===== config.mk =====
export PLATFORM = sky130hd
export DESIGN_NAME = cache_req_issuer_flat
export DESIGN_NICKNAME = d
export VERILOG_FILES = /design/src/rtl/cache_req_issuer_if.sv /design/src/rtl/cache_req_issuer.sv /design/src/flat_wrapper.sv
export SDC_FILE = /design/constraint.sdc
export NUM_CORES = 1
export LEC_CHECK = 0
export BUFFER_PORTS_ARGS = -buffer_cell sky130_fd_sc_hd__buf_2
export CAP_MARGIN = 20
export CORE_MARGIN = 2
export CORE_UTILIZATION = 37
export CTS_BUF_LIST = sky130_fd_sc_hd__clkbuf_16
export CTS_CLUSTER_DIAMETER = 150
export CTS_CLUSTER_SIZE = 16
export DETAILED_ROUTE_END_ITERATION = 12
export SYNTH_ARGS = -nofsm -noshare
export SYNTH_HDL_FRONTEND = slang
export SYNTH_SLANG_ARGS = --single-unit

===== constraint.sdc =====
create_clock -name clk -period 4.65 [get_ports clk]
set_input_delay 0.465 -clock clk [delete_from_list [all_inputs] [get_ports clk]]
set_output_delay 0.465 -clock clk [all_outputs]
set_load 0.02 [all_outputs]

===== src/rtl/cache_req_issuer_if.sv =====
`default_nettype none
//============================================================================
// Module      : cache_req_issuer_if
// Description : Request-in / operation-out bundle for cache_req_issuer.
//               The slave modport is the issuer itself; the master modport
//               is whatever feeds requests and observes issued operations.
// Revision    : 1.0 - initial release
//============================================================================
interface cache_req_issuer_if #(
  parameter int ADDR_W = 32,
  parameter int CMD_W  = 4,
  parameter int DEPTH  = 8
) ();

  localparam int CNT_W = $clog2(DEPTH) + 1;

  // Upstream request channel
  logic              in_valid;
  logic              in_ready;
  logic [CMD_W-1:0]  in_cmd;
  logic [ADDR_W-1:0] in_addr;

  // Downstream operation channel
  logic              valid;
  logic [CMD_W-1:0]  cmd_out;
  logic [ADDR_W-1:0] addr_out;
  logic              opr_finished;

  // Status
  logic              busy;
  logic [CNT_W-1:0]  fifo_count;
  logic              drop_err;
  logic              timeout;

  modport slave (
    input  in_valid, in_cmd, in_addr, opr_finished,
    output in_ready, valid, cmd_out, addr_out, busy, fifo_count,
           drop_err, timeout
  );

  modport master (
    output in_valid, in_cmd, in_addr, opr_finished,
    input  in_ready, valid, cmd_out, addr_out, busy, fifo_count,
           drop_err, timeout
  );

endinterface
`default_nettype wire


===== src/rtl/cache_req_issuer.sv =====
`default_nettype none
//============================================================================
// Module      : cache_req_issuer
// Description : Request queue in front of the cache operation controller.
//               Accepts (cmd, addr) requests into a DEPTH-entry FIFO, drops
//               illegal commands with a drop_err pulse, and issues one
//               operation at a time: single-cycle valid, then wait for
//               opr_finished, then one GAP cycle before the next issue.
//               Optional watchdog: define CACHE_REQ_TIMEOUT_EN to abandon an
//               operation after TIMEOUT cycles in WAIT (timeout pulse).
// Revision    : 1.0 - initial release
//============================================================================
module cache_req_issuer #(
  parameter int ADDR_W  = 32,
  parameter int CMD_W   = 4,
  parameter int DEPTH   = 8,
  parameter int TIMEOUT = 64
) (
  input  logic              clk,
  input  logic              rst,
  cache_req_issuer_if.slave bus
);

  localparam int PTR_W = $clog2(DEPTH);
  localparam int CNT_W = PTR_W + 1;
  localparam logic [CNT_W-1:0] c_full_count = CNT_W'(DEPTH);

  typedef enum logic [1:0] {
    S_IDLE  = 2'd0,
    S_ISSUE = 2'd1,
    S_WAIT  = 2'd2,
    S_GAP   = 2'd3
  } state_t;

  // --------------------------------------------------------------------------
  // Storage and state
  // --------------------------------------------------------------------------
  logic [CMD_W-1:0]  r_mem_cmd  [DEPTH];
  logic [ADDR_W-1:0] r_mem_addr [DEPTH];
  logic [PTR_W-1:0]  r_wr_ptr;
  logic [PTR_W-1:0]  r_rd_ptr;
  logic [CNT_W-1:0]  r_count;
  logic              r_drop_err;

  state_t            r_state;
  logic              r_valid;
  logic              r_busy;
  logic [CMD_W-1:0]  r_cmd;
  logic [ADDR_W-1:0] r_addr;

  logic              w_in_ready;
  logic              w_accept;
  logic              w_cmd_legal;
  logic              w_push;
  logic              w_pop;
  logic [CMD_W-1:0]  w_head_cmd;
  logic [ADDR_W-1:0] w_head_addr;

  // Only the command codes the operation controller understands are queued.
  function automatic logic f_cmd_legal(input logic [CMD_W-1:0] cmd);
    return (cmd == CMD_W'(0)) || (cmd == CMD_W'(1)) || (cmd == CMD_W'(2)) ||
           (cmd == CMD_W'(3)) || (cmd == CMD_W'(4)) || (cmd == CMD_W'(8)) ||
           (cmd == CMD_W'(9));
  endfunction

  // --------------------------------------------------------------------------
  // Handshake and FIFO control
  // --------------------------------------------------------------------------
  // Space is judged on the registered count only, so a pop in the same cycle
  // never lets a push into a full FIFO.
  assign w_in_ready  = (r_count != c_full_count);
  assign w_accept    = bus.in_valid && w_in_ready;
  assign w_cmd_legal = f_cmd_legal(bus.in_cmd);
  assign w_push      = w_accept && w_cmd_legal;
  assign w_pop       = (r_state == S_IDLE) && (r_count != '0);
  assign w_head_cmd  = r_mem_cmd[r_rd_ptr];
  assign w_head_addr = r_mem_addr[r_rd_ptr];

  // Entry storage: plain RAM, contents are qualified by the count so no reset.
  always_ff @(posedge clk) begin
    if (w_push) begin
      r_mem_cmd[r_wr_ptr]  <= bus.in_cmd;
      r_mem_addr[r_wr_ptr] <= bus.in_addr;
    end
  end

  // Pointers and occupancy; DEPTH is a power of two so pointers wrap naturally.
  always_ff @(posedge clk or posedge rst) begin
    if (rst) begin
      r_wr_ptr <= '0;
      r_rd_ptr <= '0;
      r_count  <= '0;
    end else begin
      if (w_push) begin
        r_wr_ptr <= r_wr_ptr + PTR_W'(1);
      end
      if (w_pop) begin
        r_rd_ptr <= r_rd_ptr + PTR_W'(1);
      end
      if (w_push && !w_pop) begin
        r_count <= r_count + CNT_W'(1);
      end else if (!w_push && w_pop) begin
        r_count <= r_count - CNT_W'(1);
      end
    end
  end

  // Illegal commands complete the handshake but only raise a one-cycle flag.
  always_ff @(posedge clk or posedge rst) begin
    if (rst) begin
      r_drop_err <= 1'b0;
    end else begin
      r_drop_err <= w_accept && !w_cmd_legal;
    end
  end

  // --------------------------------------------------------------------------
  // Issue FSM
  // --------------------------------------------------------------------------
`ifdef CACHE_REQ_TIMEOUT_EN
  localparam int WD_W = $clog2(TIMEOUT) + 1;
  localparam logic [WD_W-1:0] c_wdog_last = WD_W'(TIMEOUT - 1);

  logic [WD_W-1:0] r_wdog;
  logic            r_timeout;
`endif

  // Sequences one operation at a time; all outputs are registered here.
  always_ff @(posedge clk or posedge rst) begin
    if (rst) begin
      r_state   <= S_IDLE;
      r_valid   <= 1'b0;
      r_busy    <= 1'b0;
      r_cmd     <= '0;
      r_addr    <= '0;
`ifdef CACHE_REQ_TIMEOUT_EN
      r_wdog    <= '0;
      r_timeout <= 1'b0;
`endif
    end else begin
      r_valid   <= 1'b0;
`ifdef CACHE_REQ_TIMEOUT_EN
      r_timeout <= 1'b0;
`endif
      case (r_state)
        S_IDLE: begin
          // The head is latched here and held until the next issue.
          if (w_pop) begin
            r_cmd   <= w_head_cmd;
            r_addr  <= w_head_addr;
            r_valid <= 1'b1;
            r_busy  <= 1'b1;
            r_state <= S_ISSUE;
          end
        end
        S_ISSUE: begin
          // opr_finished here belongs to a previous operation; ignore it.
`ifdef CACHE_REQ_TIMEOUT_EN
          r_wdog  <= '0;
`endif
          r_state <= S_WAIT;
        end
        S_WAIT: begin
          if (bus.opr_finished) begin
            r_state <= S_GAP;
`ifdef CACHE_REQ_TIMEOUT_EN
          end else if (r_wdog == c_wdog_last) begin
            r_timeout <= 1'b1;
            r_state   <= S_GAP;
          end else begin
            r_wdog <= r_wdog + WD_W'(1);
`endif
          end
        end
        S_GAP: begin
          // One idle cycle so the controller's own counter can clear.
          r_busy  <= 1'b0;
          r_state <= S_IDLE;
        end
        default: begin
          r_busy  <= 1'b0;
          r_state <= S_IDLE;
        end
      endcase
    end
  end

  // --------------------------------------------------------------------------
  // Outputs
  // --------------------------------------------------------------------------
  assign bus.in_ready   = w_in_ready;
  assign bus.valid      = r_valid;
  assign bus.cmd_out    = r_cmd;
  assign bus.addr_out   = r_addr;
  assign bus.busy       = r_busy;
  assign bus.fifo_count = r_count;
  assign bus.drop_err   = r_drop_err;

`ifdef CACHE_REQ_TIMEOUT_EN
  assign bus.timeout    = r_timeout;
`else
  // Watchdog compiled out: an operation may wait indefinitely.
  logic w_unused_timeout;
  assign w_unused_timeout = (TIMEOUT > 0);
  assign bus.timeout    = 1'b0;
`endif

endmodule
`default_nettype wire


===== src/flat_wrapper.sv =====
// flat-port wrapper written by rule: the top's interface ports become plain ports
module cache_req_issuer_flat 
#(
  parameter int ADDR_W  = 32,
  parameter int CMD_W   = 4,
  parameter int DEPTH   = 8,
  parameter int TIMEOUT = 64
)
  (clk, rst, bus_in_valid, bus_in_cmd, bus_in_addr, bus_opr_finished, bus_in_ready, bus_valid, bus_cmd_out, bus_addr_out, bus_busy, bus_fifo_count, bus_drop_err, bus_timeout);
  cache_req_issuer_if #(.ADDR_W(ADDR_W), .CMD_W(CMD_W), .DEPTH(DEPTH)) bus_i ();
  input  logic clk;
  input  logic rst;
  input wire logic [$bits(bus_i.in_valid)-1:0] bus_in_valid;
  input wire logic [$bits(bus_i.in_cmd)-1:0] bus_in_cmd;
  input wire logic [$bits(bus_i.in_addr)-1:0] bus_in_addr;
  input wire logic [$bits(bus_i.opr_finished)-1:0] bus_opr_finished;
  output wire logic [$bits(bus_i.in_ready)-1:0] bus_in_ready;
  output wire logic [$bits(bus_i.valid)-1:0] bus_valid;
  output wire logic [$bits(bus_i.cmd_out)-1:0] bus_cmd_out;
  output wire logic [$bits(bus_i.addr_out)-1:0] bus_addr_out;
  output wire logic [$bits(bus_i.busy)-1:0] bus_busy;
  output wire logic [$bits(bus_i.fifo_count)-1:0] bus_fifo_count;
  output wire logic [$bits(bus_i.drop_err)-1:0] bus_drop_err;
  output wire logic [$bits(bus_i.timeout)-1:0] bus_timeout;
  assign bus_i.in_valid = bus_in_valid;
  assign bus_i.in_cmd = bus_in_cmd;
  assign bus_i.in_addr = bus_in_addr;
  assign bus_i.opr_finished = bus_opr_finished;
  assign bus_in_ready = bus_i.in_ready;
  assign bus_valid = bus_i.valid;
  assign bus_cmd_out = bus_i.cmd_out;
  assign bus_addr_out = bus_i.addr_out;
  assign bus_busy = bus_i.busy;
  assign bus_fifo_count = bus_i.fifo_count;
  assign bus_drop_err = bus_i.drop_err;
  assign bus_timeout = bus_i.timeout;
  cache_req_issuer #(.ADDR_W(ADDR_W), .CMD_W(CMD_W), .DEPTH(DEPTH), .TIMEOUT(TIMEOUT)) u_core (.clk(clk), .rst(rst), .bus(bus_i));
endmodule

After elaboration in Yosys (flattened, before gate mapping)
Memory sizes are Yosys's and may differ from the RTL's. A register that Yosys moved wholly into a read port is not among the register bits.
Cells that the tools add are included.
Widths: inputs -> output; s select.
{"block": "word_totals", "out_inout_bits": 45, "mem_bits_ro": 0, "wordCells": 59, "reg_bits": 15, "ram_bits": 288, "latch_bits": 0, "n_memories": 2, "input_bits": 40}
{"block": "op_classes", "n_mux": 11, "div": 0, "eq_ne": 12, "addsub": 4, "bitwise_logic": 0, "mul": 0, "shift": 0, "n_reduce_logical": 23, "order_cmp": 0}
{"memory": "u_core.r_mem_addr", "depth": 8, "width": 32, "rd": 1, "rd_clocked_by_memory_dff": 1, "wr": 1, "line": "cache_req_issuer.sv:39", "text": "logic [ADDR_W-1:0] r_mem_addr [DEPTH];"}
{"memory": "u_core.r_mem_cmd", "depth": 8, "width": 4, "rd": 1, "rd_clocked_by_memory_dff": 1, "wr": 1, "line": "cache_req_issuer.sv:38", "text": "logic [CMD_W-1:0] r_mem_cmd [DEPTH];"}
{"operator": "$eq 4x2->1 const B", "count": 2}
{"operator": "$eq 4x4->1 const B", "count": 2}
{"operator": "$mux 4", "count": 2}
{"operator": "$pmux 2 s4", "count": 1}
{"operator": "$add 3x1->3 const B", "count": 2}
{"operator": "$logic_and 1x1->1", "count": 6}
{"operator": "$logic_or 1x1->1", "count": 6}
{"operator": "$reduce_and 2->1", "count": 3}
{"operator": "$mux 1", "count": 5}
{"operator": "$add 4x1->4 const B", "count": 1}
{"operator": "$eq 2x2->1 const B", "count": 2}
{"operator": "$eq 4x1->1 const B", "count": 1}
{"operator": "$eq 4x3->1 const B", "count": 1}
{"operator": "$logic_not 4->1", "count": 1}
{"operator": "$mux 2", "count": 2}
{"operator": "$ne 4x4->1 const B", "count": 1}
{"operator": "$reduce_bool 2->1", "count": 2}
{"operator": "$reduce_bool 4->1", "count": 1}
{"operator": "$sub 4x1->4 const B", "count": 1}
{"operator": "$logic_not 1->1", "count": 3}
{"operator": "$eq 2x1->1 const B", "count": 1}
{"operator": "$logic_not 2->1", "count": 1}
{"operator": "$ne 2x1->1 const B", "count": 1}
{"operator": "$ne 2x2->1 const B", "count": 1}
{"operator": "$pmux 1 s2", "count": 1}

Logic depth before layout (Yosys ltp)
Gate-level depths: netlist of the first run.
{"block": "depth", "ltp_word": 12, "depth_mapped": 12, "mapped_depth_nobuf": 10}

Least setup slack after synthesis of the first run
Ideal clock, no wire load.
{"block": "synth_timing", "path_type": "input -> register", "start": "in bus_in_cmd[0]", "end": "mem u_core.r_mem_addr[1][0] (enable)", "t_arrival_ns": 3.570, "t_required_ns": 4.176, "setup_time_ns": 0.474, "path_stages": 4, "setup_slack_ns": 0.606, "path_buffers": 0, "cell_sequence": "o21a_1 o22ai_1 nand3_1 nor3_1"}
{"block": "synth_between", "elab_chain_len": 10, "elab_cells_between_ends": 16}
{"element": "start: declaration", "line": "flat_wrapper.sv:14", "text": "input wire logic [$bits(bus_i.in_cmd)-1:0] bus_in_cmd;"}
{"element": "$eq 4x1->1 / $logic_not 4->1 (equally long branches)", "line": "cache_req_issuer.sv:61", "text": "return (cmd == CMD_W'(0)) || (cmd == CMD_W'(1)) || (cmd == CMD_W'(2)) ||"}
{"element": "$logic_or 1x1->1 (3 in a row)", "line": "cache_req_issuer.sv:61"}
{"element": "$logic_or 1x1->1 (2 in a row)", "line": "cache_req_issuer.sv:62", "text": "(cmd == CMD_W'(3)) || (cmd == CMD_W'(4)) || (cmd == CMD_W'(8)) ||"}
{"element": "$logic_or 1x1->1 (*)", "line": "cache_req_issuer.sv:62"}
{"element": "$logic_and 1x1->1 (*)", "line": "cache_req_issuer.sv:74", "text": "assign w_push = w_accept && w_cmd_legal;"}
{"element": "$mux 1 (*)", "line": "cache_req_issuer.sv:81", "text": "if (w_push) begin"}
{"element": "$mux 1 (not written as such) (*)", "line": "cache_req_issuer.sv:83", "text": "r_mem_addr[r_wr_ptr] <= bus.in_addr;"}
{"element": "end: declaration", "line": "cache_req_issuer.sv:39"}
Every way passes the cells marked *; elsewhere a longest branch is shown, timed or not.

Worst setup path in the final report of the first run
{"block": "layout_timing", "start": "reg u_core.r_count[0] (netlist: u_core.bus.fifo_count[0])", "end": "reg u_core.r_count[3] (netlist: u_core.bus.fifo_count[3])"}
{"block": "layout_between", "elab_chain_len": 6, "elab_cells_between_ends": 14}
{"element": "start: declaration", "line": "cache_req_issuer.sv:42", "text": "logic [CNT_W-1:0] r_count;"}
{"element": "start signal: assignment", "line": "cache_req_issuer.sv:101", "text": "r_count <= r_count + CNT_W'(1);"}
{"element": "start signal: assignment", "line": "cache_req_issuer.sv:103", "text": "r_count <= r_count - CNT_W'(1);"}
{"element": "$ne 4x4->1 (*)", "line": "cache_req_issuer.sv:71", "text": "assign w_in_ready = (r_count != c_full_count);"}
{"element": "$logic_and 1x1->1 (*)", "line": "cache_req_issuer.sv:72", "text": "assign w_accept = bus.in_valid && w_in_ready;"}
{"element": "$logic_and 1x1->1 (*)", "line": "cache_req_issuer.sv:74"}
{"element": "net u_core.w_push", "line": "cache_req_issuer.sv:54", "text": "logic w_push;"}
{"element": "$logic_not 1->1", "line": "cache_req_issuer.sv:102", "text": "end else if (!w_push && w_pop) begin"}
{"element": "$logic_and 1x1->1", "line": "cache_req_issuer.sv:102"}
{"element": "$reduce_bool 2->1 (no line)"}
The timed path passes the listed nets; every way through them passes the cells marked *. The select of a mux whose other input is x is not followed.
A chain may end at the register's enable or synchronous reset.

==> metrics.md, run 1 <==
| Metric | Value |
|---|---|
| Status | `finished clean` |
| Synth-to-Final Area Change | `13.6%` |
| Final min period | `3.13 ns` |
| Max_slew headroom | `35.4%` |
| Largest net degree at the start of global routing | `76` |
| Root buffer cell | `clkbuf_16` |
| Num CTS Buffers | `25` |
| Die Area | `36800 um2` |
| TritonCTS clock tree | `built` |
| Layout cells sized above 1 | `26.3%` |
| Count leader, synth | `edfxtp_1` |
| Max Cap Viol | `0` |
| Area fraction of the dominant cell type after synthesis | `66.2%` |
| I/O pin count | `85` |
| Final GP Congestion | `0.676` |
| DRT antenna net count | `0` |
| Total grt overflow | `0` |
| Flop2flop setup slack | `1.52 ns` |
| Critical Path RT | `5.05 ns` |
| Syn nets | `788` |
| Maximum vdd drop | `396 uV` |
| Core ar. | `34600 um2` |
| First-pass GRT wire length | `39900 um` |
| Post-Syn Area | `13100 um2` |
| Number of global-route vias before repair | `6809` |
| Setup_tns | `0 ns` |
| Top_reg_cell synth | `edfxtp_1` |
| Worst Setup SP | `u_core.bus.fifo_count[0]$_DFFE_PP0P_` |
| Slew Limit Fails | `0` |
| Pwr dens | `589 nW/um2` |
| Final nets | `880` |
| Slack of the critical path | `1.52 ns` |
| Hold WC Path Type | `input pin to asynchronous set/reset pin` |
| Via density | `5.03` |
| Site Rows | `68` |
| Unique masters post-synth | `37` |
| Unrepaired setup endpoints after global routing | `no` |
| Vias | `6568` |
| Global Route Usage Sum | `14.2%` |
| Clk slew on worst S/H paths | `0.07 ns` |
| CP Class | `flop to flop` |
| Die W | `192 um` |
| Capture point of the worst reg-to-reg path | `u_core.bus.fifo_count[3]$_DFFE_PP0P_` |
| # DRC | `0` |
| CP Max Fanout | `6` |
| GR met3 Demand/Resource | `2.08%` |
| F_max | `319 MHz` |
| Met1 usage | `20.0%` |
| Final Setup Violations | `0` |
| Initial antenna violation count | `3` |
| Longest Clk Path Bufs | `3` |
| CTS Hold Buffers Added | `0` |
| Clk sinks | `339` |
| FILL cells | `3032` |
| Critical Path End Type | `flop` |
| Top cells by area, synth | `edfxtp_1 66%, dfrtp_1 9.8%, mux2_2 6.3%` |
| Largest area contributor in the netlist | `edfxtp_1` |
| Commonest cells in the netlist | `288 x edfxtp_1, 73 x mux2_2, 72 x mux2i_1` |
| Multi-input gate area | `2990 um2` |
| Worst skew pair latency | `0.53 ns` |
| Met2 Usage GRT | `23.0%` |
| Reg-to-reg startpoint | `u_core.bus.fifo_count[0]$_DFFE_PP0P_` |
| Starting DRC count in detailed routing | `476` |
| CP Data Arrival Time | `3.54 ns` |
| EDFF count, synth | `288` |
| CP Launch Type | `flop` |
| Mean Syn Cell Area | `17.7 um2` |
| Starting Density | `37.7%` |
| Final WL | `25800 um` |
| Final hold viol count | `0` |
| Register area | `9930 um2` |
| R2R cell count | `10` |
| CTS resizes | `0` |
| DP HPWL | `15600 um` |
| Synth Instances | `739` |
| Final Skew | `0.0229 ns` |
| Routed WL per cell | `19.8 um` |
| Busiest grt layer | `met2` |
| Die Ht | `192 um` |
| Setup WS pre-CTS | `1.31 ns` |
| # port buffers | `83` |
| Post-synth ARST share | `15.0%` |
| Flops & latches, synth | `339` |
| Leak | `5.32 nW` |
| Total setup buffers inserted after CTS | `0` |
| Worst-Margin Slew | `0.969 ns` |
| Synth Warn # | `0` |
| Register area share after synthesis | `76.0%` |
| Pre-antenna DRT Iters | `5` |
| H-tree Lvls | `1` |
| Period utilization | `67.4%` |
-- worst max-delay path, cell delays in order (launching register included) --
cell and delay [ns]:
dfrtp_1 0.47, or4b_4 0.56, and2_4 0.19, and2_4 0.17
ha_1 0.21, inv_1 0.16, ha_1 0.25, a21o_2 0.23
a2111oi_0 0.38, a31oi_1 0.08, a221o_1 0.32
-- report_power, final --
group          internal (mW)  total, mW  switching, mW
clock network          0.977       1.96          0.984
registers               3.74       3.97          0.236
logic                   1.13       2.81           1.68
total                   5.85       8.74           2.90
-- cells in the final DEF, fill, tap and decap left out, types with 2 or more instances in the layout --
cell type,count
edfxtp_1,288
buf_2,83
mux2_2,73
mux2i_1,72
dfrtp_1,50
nand2_1,44
o21ai_0,38
a22oi_1,26
o221ai_1,26
clkbuf_16,25
inv_1,23
buf_4,19
o22ai_1,11
a221o_1,11
ha_1,8
nor2_4,7
xnor2_1,5
a21oi_1,3
nand3_1,3
buf_12,3
diode_2,2
and2_4,2
nor4_1,2
nand2b_2,2
nor2b_1,2
nor3_2,2
nand2b_1,2
nor2_1,2
-- worst max path at each step --
stage / endpoint / slack [ns] / cells after the start
after global placement: u_core.bus.fifo_count[3]$_DFFE_PP0P_ / 1.28 / 11
after floorplan: u_core.r_mem_addr[1][0]$_DFFE_PP_ / 0.61 / 4
after global routing: u_core.bus.fifo_count[3]$_DFFE_PP0P_ / 1.38 / 10
after detailed placement: u_core.bus.fifo_count[3]$_DFFE_PP0P_ / 1.31 / 11
final: u_core.bus.fifo_count[3]$_DFFE_PP0P_ / 1.52 / 10
after CTS: u_core.bus.fifo_count[3]$_DFFE_PP0P_ / 1.53 / 10
-- layer usage --
metal  share of wire [%]  vias to the layer above
met4                 2.2                        2
li1                    -                     3107
met2                  47                      111
met1                  47                     3308
met3                 3.6                       40
met5               0.050                        -
-- through the flow --
step	util (%)	total power [mW]	area (um2)	cells	hold slack (ns)
2_1_floorplan	-	6.02	13100	739	0.480
3_3_place_gp	40.7	6.82	14100	1257	0.456
3_5_place_dp	40.7	6.87	14100	1257	0.465
4_1_cts	42.7	8.84	14800	1302	0.168
5_1_grt	42.8	9.28	14800	1305	0.210
6_report	42.9	8.74	14800	1306	0.150
-- logic make-up (layout without fill, tap and decap cells) --
family	after synthesis	count (layout)	share of synthesized area, %
flip-flops	339	339	76.0
adder cells (fa/ha/maj)	9	9	0.919
XOR/XNOR	6	6	0.402
AO/OA/AOI/OAI	121	121	6.54
other	1	3	0.0287
multiplexers	146	146	11.9
buffers and inverters	45	155	1.75
AND/OR/NAND/NOR	72	72	2.48
-- cell type report --
class / instances / share of cell area (%)
Antenna cell: 2 / 0.0337
Clock buffer: 25 / 4.22
Clock inverter: 20 / 0.590
Inverter: 5 / 0.126
Multi-Input combinational cell: 355 / 20.1
Sequential cell: 339 / 66.9
Tap cell: 455 / 3.84
Timing Repair Buffer: 105 / 4.16
-- state kept, by name (all words and copies together), names as in the netlist --
register               cells
u_core.r_mem_cmd          32
u_core.r_wr_ptr            3
u_core.bus.valid           1
u_core.r_mem_addr        256
u_core.bus.fifo_count      4
u_core.r_rd_ptr            3
u_core.bus.drop_err        1
u_core.bus.busy            1
u_core.bus.cmd_out         4
u_core.bus.addr_out       32
u_core.r_state             2
(Power assumes the default switching activity.)
==> run 2, diff against run 1 <==
==> constraint.sdc (replaced) <==
create_clock -name clk -period 3.3 [get_ports clk]
set_input_delay 0.33 -clock clk [delete_from_list [all_inputs] [get_ports clk]]
set_output_delay 0.33 -clock clk [all_outputs]
set_load 0.02 [all_outputs]
==> run 2 against run 1 <==
Worst hold slack got worse by 0.092 ns. Clock power is 41% higher. Sequential cell count is the same. Critical path depth unchanged. Final area increased by 0.96%. Power increased by 42%. Final cell count shrank 0.31%. Largest cell class unchanged. Setup slack got worse by 1.4 ns. Critical endpoint unchanged. Clock-buffer cell count unchanged.
==> metrics.md, run 2 (same netlist as run 1, synthesis figures left out) <==
| Metric | Value |
|---|---|
| Status | `finished clean` |
| Commonest non-fill, non-tap cell in the layout | `edfxtp_1` |
| Inst Count DP | `1256 (-0.080%)` |
| WP depth | `10 (unchanged)` |
| Period utilization | `95.8% (+28 points)` |
| Worst-Margin Slew | `0.994 ns (+0.0253 ns)` |
| Hold WC Path Type | `input pin to flop` |
| Capture point of the worst reg-to-reg path | `u_core.bus.fifo_count[3]$_DFFE_PP0P_` |
| Reg-to-reg startpoint | `u_core.bus.fifo_count[0]$_DFFE_PP0P_` |
| # port buffers | `83 (unchanged)` |
| Final nets | `879 (-0.11%)` |
| Final GP Congestion | `0.751 (+11%)` |
| Die Area | `36800 um2 (unchanged)` |
| Final min period | `3.16 ns (+0.0264 ns)` |
| Slowest CP cell | `or4b_4` |
| Total grt overflow | `0 (unchanged)` |
| Final Setup Violations | `0 (unchanged)` |
| Final Skew | `0.0228 ns (-0.000105 ns)` |
| Pwr dens | `829 nW/um2 (+41%)` |
| Flop2flop setup slack | `0.14 ns (-1.38 ns)` |
| WHS Path Cells | `1` |
| Finished Cell Area | `15000 um2 (+0.96%)` |
| Initial antenna violation count | `4 (+1)` |
| Worst Hold Path EP | `u_core.r_mem_addr[3][22]$_DFFE_PP_` |
| Num CTS Buffers | `25 (unchanged)` |
| Final hold viol count | `0 (unchanged)` |
| Longest Clk Path Bufs | `3 (unchanged)` |
| Worst skew pair latency | `0.54 ns (about the same)` |
| CP Data Arrival Time | `3.58 ns (+0.04 ns)` |
| Max FFs per register | `256 (unchanged)` |
| Starting DRC count in detailed routing | `376 (-21%)` |
| Hold Crit Start | `bus_in_addr[22]` |
| Biggest register | `u_core.r_mem_addr` |
| Max_slew headroom | `33.5% (-1.9 points)` |
| Global Route Usage Sum | `14.4% (+0.15 points)` |
| Leak | `5.34 nW (+0.36%)` |
| Routed WL per cell | `20.1 um (+1.8%)` |
| Layout cells sized above 1 | `26.6% (+0.33 points)` |
| Critical Path RT | `3.71 ns (-1.34 ns)` |
| Starting Density | `37.7% (unchanged)` |
| DP Area | `14200 um2 (+1.1%)` |
| Core ar. | `34600 um2 (unchanged)` |
| Crit path buf inv count | `1 (unchanged)` |
| Synth-to-Final Area Change | `14.7%` |
| Crit path max-delay family | `compound AO/OA/AOI/OAI gates` |
| Total setup buffers inserted after CTS | `0 (unchanged)` |
| Number of global-route vias before repair | `6695 (-1.7%)` |
| Die Ht | `192 um (unchanged)` |
| # DRC | `0 (unchanged)` |
| R2R cell count | `10 (unchanged)` |
| Maximum vdd drop | `561 uV (+42%)` |
| Pre-antenna DRT Iters | `4 (-1)` |
| CP Class | `flop to flop` |
| Root buffer cell | `clkbuf_16` |
| DRT antenna net count | `0 (unchanged)` |
| DP HPWL | `13700 um (-12%)` |
| Via density | `5.02 (-0.11%)` |
| Unrepaired setup endpoints after global routing | `no` |
| Vias | `6541 (-0.41%)` |
| Critical Path End Type | `flop` |
| CP max stage delay | `0.55 ns (about the same)` |
| CP Launch Type | `flop` |
| I/O pin count | `85 (unchanged)` |
| First-pass GRT wire length | `40200 um (+0.73%)` |
| Clk sinks | `339 (unchanged)` |
| Most frequent cells in the layout | `288 x edfxtp_1, 83 x buf_2, 73 x mux2_2` |
| TritonCTS clock tree | `built` |
| Largest net degree at the start of global routing | `76 (unchanged)` |
| Slew Limit Fails | `0 (unchanged)` |
| Final WL | `26200 um (+1.5%)` |
| Site Rows | `68 (unchanged)` |
| Final Non-Filler Cells | `1302 (-0.31%)` |
| F_max | `316 MHz (-0.83%)` |
| Setup_tns | `0 ns (unchanged)` |
| Die W | `192 um (unchanged)` |
| H-tree Lvls | `1 (unchanged)` |
| Crit-path cells | `or4b_4, and2_4, and2_4, ha_1, inv_1, ha_1, a21o_2, a2111oi_2, a31oi_1, a221o_1` |
| Max Cap Viol | `0 (unchanged)` |
| Clk slew on worst S/H paths | `0.07 ns (about the same)` |
| CP Max Fanout | `6 (unchanged)` |
==> run 2: changes by cell type in the layout (fill, tap and decap cells not counted), sizes merged <==
cell         previous run  this run
diode                   2         1
inv                    24        22
buf                   105       103
dlygate4sd3             0         1
==> run 2: worst max-delay path by stage <==
stage                                                    start  slack (ns)                                    to
after global routing      u_core.bus.fifo_count[0]$_DFFE_PP0P_       0.005  u_core.bus.fifo_count[3]$_DFFE_PP0P_
after floorplan           u_core.bus.fifo_count[0]$_DFFE_PP0P_        0.18  u_core.bus.fifo_count[3]$_DFFE_PP0P_
final                     u_core.bus.fifo_count[0]$_DFFE_PP0P_        0.14  u_core.bus.fifo_count[3]$_DFFE_PP0P_
after CTS                 u_core.bus.fifo_count[0]$_DFFE_PP0P_        0.10  u_core.bus.fifo_count[3]$_DFFE_PP0P_
after global placement    u_core.bus.fifo_count[0]$_DFFE_PP0P_        0.15  u_core.bus.fifo_count[3]$_DFFE_PP0P_
after detailed placement  u_core.bus.fifo_count[0]$_DFFE_PP0P_        0.14  u_core.bus.fifo_count[3]$_DFFE_PP0P_
==> run 2: power by group <==
part / internal, mW / leakage, nW / switching, mW
clock network: 1.38 / 0.405 / 1.39
registers: 5.27 / 3.21 / 0.380
logic: 1.66 / 1.72 / 2.35
==> run 2: per-layer routing <==
metal	vias up	global-route usage, %	routed length, um
li1	3085	-	-
met1	3264	20.7	11900
met2	147	22.4	12000
met3	39	3.03	1710
met4	6	3.25	528
met5	-	0	37
==> run 2: what timing repair did <==
item,in CTS,in global routing
gates resized for setup,0,3
setup endpoints to repair,0,1
hold endpoints to repair,0,20
hold buffers,0,1
==> run 2: per-stage QoR <==
step | total power, mW | hold WS, ns | utilization, % | setup slack, ns
after floorplan | 8.48 | 0.429 | - | 0.181
after global placement | 9.75 | 0.456 | 41.1 | 0.153
after detailed placement | 9.82 | 0.468 | 41.1 | 0.140
after CTS | 12.6 | 0.0269 | 43.2 | 0.101
after global routing | 13.2 | 0.0449 | 43.3 | 0.00524
final | 12.4 | 0.0578 | 43.3 | 0.139
==> run 2: final cells by class <==
| type | instances | area [um2] |
|---|---|---|
| fill | 3037 | 19600 |
| inverter | 5 | 18.8 |
| clock buffer | 25 | 626 |
| multi-input combinational | 355 | 3010 |
| antenna | 1 | 2.50 |
| sequential | 339 | 9930 |
| tap | 455 | 569 |
| timing repair buffer | 104 | 738 |
| clock inverter | 18 | 85.1 |
